==> src/rtl/tagger_word_decoder.sv <==
// -----------------------------------------------------------------------------
// tagger_word_decoder
//
// Host-side / loopback decoder for the 32-bit tagger word stream produced by
// the tag serializer. Words are popped from a standard (non-FWFT) FIFO, one
// word every three clocks. Keepalive NOPs are dropped and counter rollovers
// are folded into an epoch register. Each tag word becomes one absolute
// timestamp {epoch, counter, subtime} on a valid/ready output.
//
// Word format:
//   [31] rollover  [30] overflow  [29] tag  [28] reserved (0)
//   [27:24] channel  [23:16] subtime  [15:0] counter
//
// Parameters:
//   CHANNELS       number of valid channels (1..16); higher channels are dropped
//   SUBTIME_BITS   significant subtime bits (1..8), taken from word[16 +: SUBTIME_BITS]
//   ROLLOVER_BITS  width of the epoch (rollover) counter
//
// Ports:
//   clk          clock, all logic on posedge
//   rst_n        asynchronous active-low reset
//   clear        sync pulse: clears epoch, out_overflow, out_error (and stats)
//   read_empty   FIFO empty flag
//   read_enable  registered FIFO pop; read_data is valid the cycle after
//   read_data    FIFO word
//   out_valid    timestamp available
//   out_ready    consumer accepts on a clk edge with out_valid & out_ready
//   out_channel  tag channel
//   out_time     {epoch, counter, subtime}
//   out_overflow sticky: an overflow word was seen
//   out_error    sticky: malformed word or out-of-range channel
//
// Optional feature (macro TAGGER_DECODER_STATS_EN):
//   nop_count    saturating count of NOP words decoded
//   tag_count    saturating count of emitted tags
// -----------------------------------------------------------------------------
module tagger_word_decoder #(
  parameter int CHANNELS      = 1,
  parameter int SUBTIME_BITS  = 8,
  parameter int ROLLOVER_BITS = 24
) (
  input  logic                                      clk,
  input  logic                                      rst_n,
  input  logic                                      clear,
  input  logic                                      read_empty,
  output logic                                      read_enable,
  input  logic [31:0]                               read_data,
  output logic                                      out_valid,
  input  logic                                      out_ready,
  output logic [3:0]                                out_channel,
  output logic [ROLLOVER_BITS+16+SUBTIME_BITS-1:0]  out_time,
  output logic                                      out_overflow,
  output logic                                      out_error
`ifdef TAGGER_DECODER_STATS_EN
  ,
  output logic [31:0]                               nop_count,
  output logic [31:0]                               tag_count
`endif
);

  localparam logic [4:0] CHAN_LIMIT = 5'(CHANNELS);

  typedef enum logic [1:0] {
    S_IDLE   = 2'd0,
    S_FETCH  = 2'd1,
    S_DECODE = 2'd2
  } state_t;

  state_t                   state;
  logic [ROLLOVER_BITS-1:0] epoch;

  // Word classification, only meaningful while state == S_DECODE.
  logic is_tag;
  logic chan_ok;
  logic is_nop;
  logic tag_flags;    // rollover/overflow bits set inside a tag word
  logic nontag_junk;  // reserved/payload bits set inside a non-tag word
  logic decode_now;
  logic emit_tag;

  // NOTE: every signal driven here gets a value on every path first, so no
  // latch is inferred when a branch does not assign it.
  always_comb begin
    is_tag      = read_data[29];
    chan_ok     = {1'b0, read_data[27:24]} < CHAN_LIMIT;
    is_nop      = (read_data == 32'd0);
    tag_flags   = |read_data[31:30];
    nontag_junk = |read_data[28:0];
    decode_now  = (state == S_DECODE);
    emit_tag    = decode_now && is_tag && chan_ok;
  end

  // NOTE: sequential state uses non-blocking assignments so every register
  // samples pre-edge values; later assignments in the block (clear) override
  // earlier ones, which gives clear priority over a coincident decode.
  always_ff @(posedge clk or negedge rst_n) begin
    if (!rst_n) begin
      state        <= S_IDLE;
      read_enable  <= 1'b0;
      out_valid    <= 1'b0;
      out_channel  <= 4'd0;
      out_time     <= '0;
      out_overflow <= 1'b0;
      out_error    <= 1'b0;
      epoch        <= '0;
    end else begin
      // Acceptance frees the output register; a decode below may refill it.
      if (out_valid && out_ready) begin
        out_valid <= 1'b0;
      end

      case (state)
        S_IDLE: begin
          // Only pop when the output register will be free by decode time.
          if (!read_empty && (!out_valid || out_ready)) begin
            read_enable <= 1'b1;
            state       <= S_FETCH;
          end
        end

        S_FETCH: begin
          read_enable <= 1'b0;
          state       <= S_DECODE;
        end

        S_DECODE: begin
          state <= S_IDLE;
          if (is_tag) begin
            if (chan_ok) begin
              out_valid   <= 1'b1;
              out_channel <= read_data[27:24];
              out_time    <= {epoch, read_data[15:0], read_data[16 +: SUBTIME_BITS]};
              if (tag_flags) begin
                out_error <= 1'b1;
              end
            end else begin
              out_error <= 1'b1;
            end
          end else if (!is_nop) begin
            if (read_data[31]) begin
              epoch <= epoch + ROLLOVER_BITS'(1);
            end
            if (read_data[30]) begin
              out_overflow <= 1'b1;
            end
            if (nontag_junk) begin
              out_error <= 1'b1;
            end
          end
        end

        default: begin
          read_enable <= 1'b0;
          state       <= S_IDLE;
        end
      endcase

      if (clear) begin
        epoch        <= '0;
        out_overflow <= 1'b0;
        out_error    <= 1'b0;
      end
    end
  end

`ifdef TAGGER_DECODER_STATS_EN
  always_ff @(posedge clk or negedge rst_n) begin
    if (!rst_n) begin
      nop_count <= 32'd0;
      tag_count <= 32'd0;
    end else if (clear) begin
      nop_count <= 32'd0;
      tag_count <= 32'd0;
    end else begin
      if (decode_now && is_nop && (nop_count != 32'hFFFF_FFFF)) begin
        nop_count <= nop_count + 32'd1;
      end
      if (emit_tag && (tag_count != 32'hFFFF_FFFF)) begin
        tag_count <= tag_count + 32'd1;
      end
    end
  end
`endif

endmodule

==> config.mk <==
export PLATFORM = sky130hd
export DESIGN_NAME = tagger_word_decoder
export DESIGN_NICKNAME = d
export VERILOG_FILES = /design/src/rtl/tagger_word_decoder.sv
export SDC_FILE = /design/constraint.sdc
export NUM_CORES = 1
export LEC_CHECK = 0
export ABC_AREA = 0
export CAP_MARGIN = 0
export CORE_ASPECT_RATIO = 2
export CORE_MARGIN = 4
export CORE_UTILIZATION = 52
export DETAILED_ROUTE_END_ITERATION = 6
export HOLD_SLACK_MARGIN = 0.15
export PLACE_DENSITY = 0.86
export SYNTH_ARGS = -nofsm -noshare
export SYNTH_HDL_FRONTEND = slang
export SYNTH_SLANG_ARGS = --single-unit
==> constraint.sdc <==
create_clock -name clk -period 4.3 [get_ports clk]
set_input_delay 0.43 -clock clk [delete_from_list [all_inputs] [get_ports clk]]
set_output_delay 0.43 -clock clk [all_outputs]
set_load 0.005 [all_outputs]
==> reports/metrics.csv <==
stage,metric,value,unit
placed_design,place_congestion,0.829,
sta,finalHoldViolations,0,
clocking,cts.sinks,82,
sta,max_freq,0.420,GHz
placed_design,dpl.hpwl,5.78,mm
synth,yosys.cell_count.top_type,dfrtp_1,
placed_design,io_buffers,92,
sta,drv_slew,0,
setup_path,ff2ff_setup_slack,2.16,ns
power_and_ir_drop,vdd_ir_drop_max,0.349,mV
setup_path,reg2reg_from,state[0]$_DFFE_PN0P_,
floorplan,dieArea,8230,µm²
clocking,cts_max_path_buffers,2,
floorplan,die_w,66.2,µm
global_routing,grt_pass1_wl,12.7,mm
floorplan,row_count,42,
route,totalWireLength,8.01,mm
setup_path,r2r_cells,4,
route,vias_per_cell,5.65,
sta,finalClockSkew,0.00736,ns
synth,synth-seq-cells,82,
global_routing,antenna_found_initial,0,
synth,yosysSeqAreaShare,0.583,
clocking,cts_hold_buf,0,
setup_path,arrival,2.63,ns
power_and_ir_drop,power.density,369,nW/µm²
sta,fin_setup_tns,0,ns
floorplan,die_h,124,µm
setup_path,path_class,in2reg,
setup_path,r2r-end,epoch[23]$_DFFE_PN0P_,
sta,setup_viol,0,
synth,yosysTopAreaCellShare,0.583,
route,num_vias,2638,
sta,period_needed,2.38,ns
synth,synth_largest_area_cell,dfrtp_1,
global_routing,grt_max_degree,83,
placed_design,preCtsSetupSlack,1.63,ns
route,postRouteAntennaNets,0,
synth,synth_area_leaders,"dfrtp_1, mux2_2, nand4_1, nor4_1, nor2_1",
global_routing,overflow,0,
final_layout,drive_above_1_share,0.187,
setup_path,crit_family,simple AND/OR/NAND/NOR gates,
synth,yosysWarnings,0,
setup_path,crit_fanout,15,
route,drt_iter0_markers,92,
synth,synth_flop_cell,dfrtp_1,
synth,synthCells,281,
synth,synth.distinct_cells,41,
sta,whs,0.255,ns
final_layout,fin_nets,413,
clocking,cts-resized-gates,0,
final_layout,insertedDiodeCount,0,
synth,synthArstFlopShare,1.00,
synth,netlist_area,3520,µm²
clocking,cts_tree,done,
global_routing,grt_usage,0.206,
sta,layout_worst_path_cycle_share,0.553,
clocking,worst_skew_pair.late_latency,0.34,ns
setup_path,cp-end-kind,flop,
final_layout,syn_to_final_growth,36.1,%
setup_path,worstSetupStartpointType,input pin,
setup_path,crit_path_top_delay_cell,or3_4,
clocking,cts_max_level,3,
clocking,cts-buffers-inserted,9,
floorplan,coreArea,6620,µm²
synth,synth_edf_count,0,
final_layout,fin_area,4790,µm²
placed_design,dpl_cell_area,4500,µm²
synth,syn_avg_cell_area,12.5,µm²
setup_path,crit_path_cell_trace,clkdlybuf4s50_1 > nand4bb_1 > or3_4 > or4_1 > a21oi_1,
power_and_ir_drop,p_leak,2.12,nW
min_path,hold_class,in2async,
sta,slew_headroom,0.320,
sta,worst_slack,1.92,ns
clocking,root_buffer,clkbuf_16,
clocking,clkTransAtPathRegs,0.06,ns
sta,rsz0062_at_grt,no,
synth,synth_common_cells,"dfrtp_1, mux2_2, nor2_1",
route,dr.pass1.iters,4,
sta,worst_pin_slew,1.02,ns
synth,syn_nets,319,
flow_run,maxCapViolCount,0,
route,routedWlPerCell,17.1,µm
clocking,cts_post_setup_buffers_inserted,0,
final_layout,fin_util,0.723,
floorplan,initial_core_util,0.531,
route,drc_errors,0,
global_routing,grt_pass1_vias,2696,
setup_path,crit_buf_inv,1,
floorplan,top_level_ports,93,
status,status,"finished, final reports clean",
setup_path,slowest_delay,0.57,ns
setup_path,required,4.55,ns
-- flip-flops by register name (all words and copies together), names as in the netlist --
name	cells
out_valid	1
out_error	1
out_time	48
out_channel	4
state	2
read_enable	1
out_overflow	1
epoch	24
-- worst max-delay path by stage --
stage	start	end	cells after the start
after global placement	read_data[29]	epoch[23]$_DFFE_PN0P_	5
after CTS	read_data[29]	epoch[17]$_DFFE_PN0P_	5
after global routing	read_data[29]	epoch[23]$_DFFE_PN0P_	5
after floorplan	read_data[27]	out_time[0]$_DFFE_PN0P_	4
after detailed placement	read_data[29]	epoch[23]$_DFFE_PN0P_	5
final	read_data[29]	epoch[23]$_DFFE_PN0P_	5
-- cells by family (layout without fill, tap and decap cells) --
kind of cell	count (synthesis)	after routing	share of synthesized area
buffers and inverters	17	115	0.0242
flip-flops	82	82	0.583
AO/OA/AOI/OAI	31	31	0.0530
XOR/XNOR	11	11	0.0274
AND/OR/NAND/NOR	92	92	0.158
multiplexers	47	47	0.150
adder cells (fa/ha/maj)	1	1	0.00356
-- placed cells by master, fill, tap and decap left out, drive strengths merged, types with 6 or more instances in the layout --
cell	count
a21oi	12
clkdlybuf4s50	91
nor2	18
xor2	6
or4	9
clkbuf	12
o21ai	7
nand4	14
mux2	47
dfrtp	82
nor4	11
o31ai	7
nand2	13
-- metal layers --
metal	vias to the layer above	track usage	share of wire
met5	-	0	0
met4	0	0.125	0.047
met3	30	0.0623	0.055
met2	87	0.350	0.56
met1	1312	0.212	0.34
li1	1209	-	-
-- stage by stage --
step | power, mW | instances
after floorplan | 0.897 | 281
after global placement | 1.03 | 452
after detailed placement | 1.04 | 452
after CTS | 1.78 | 467
after global routing | 1.83 | 467
final | 1.77 | 467
-- cell type report --
| type | instances | area (µm²) |
|---|---|---|
| Sequential cell | 82 | 2050 |
| Fill cell | 505 | 1830 |
| Multi-Input combinational cell | 182 | 1380 |
| Timing Repair Buffer | 95 | 941 |
| Clock buffer | 12 | 246 |
| Tap cell | 88 | 110 |
| Clock inverter | 3 | 40.0 |
| Inverter | 5 | 18.8 |
-- where the power goes --
part,switching (mW),total (mW),internal (mW)
registers,0.0229,0.835,0.812
logic,0.0654,0.187,0.121
clock network,0.285,0.745,0.460
total,0.373,1.77,1.39
Note: power is estimated with default switching activity, not from simulation.
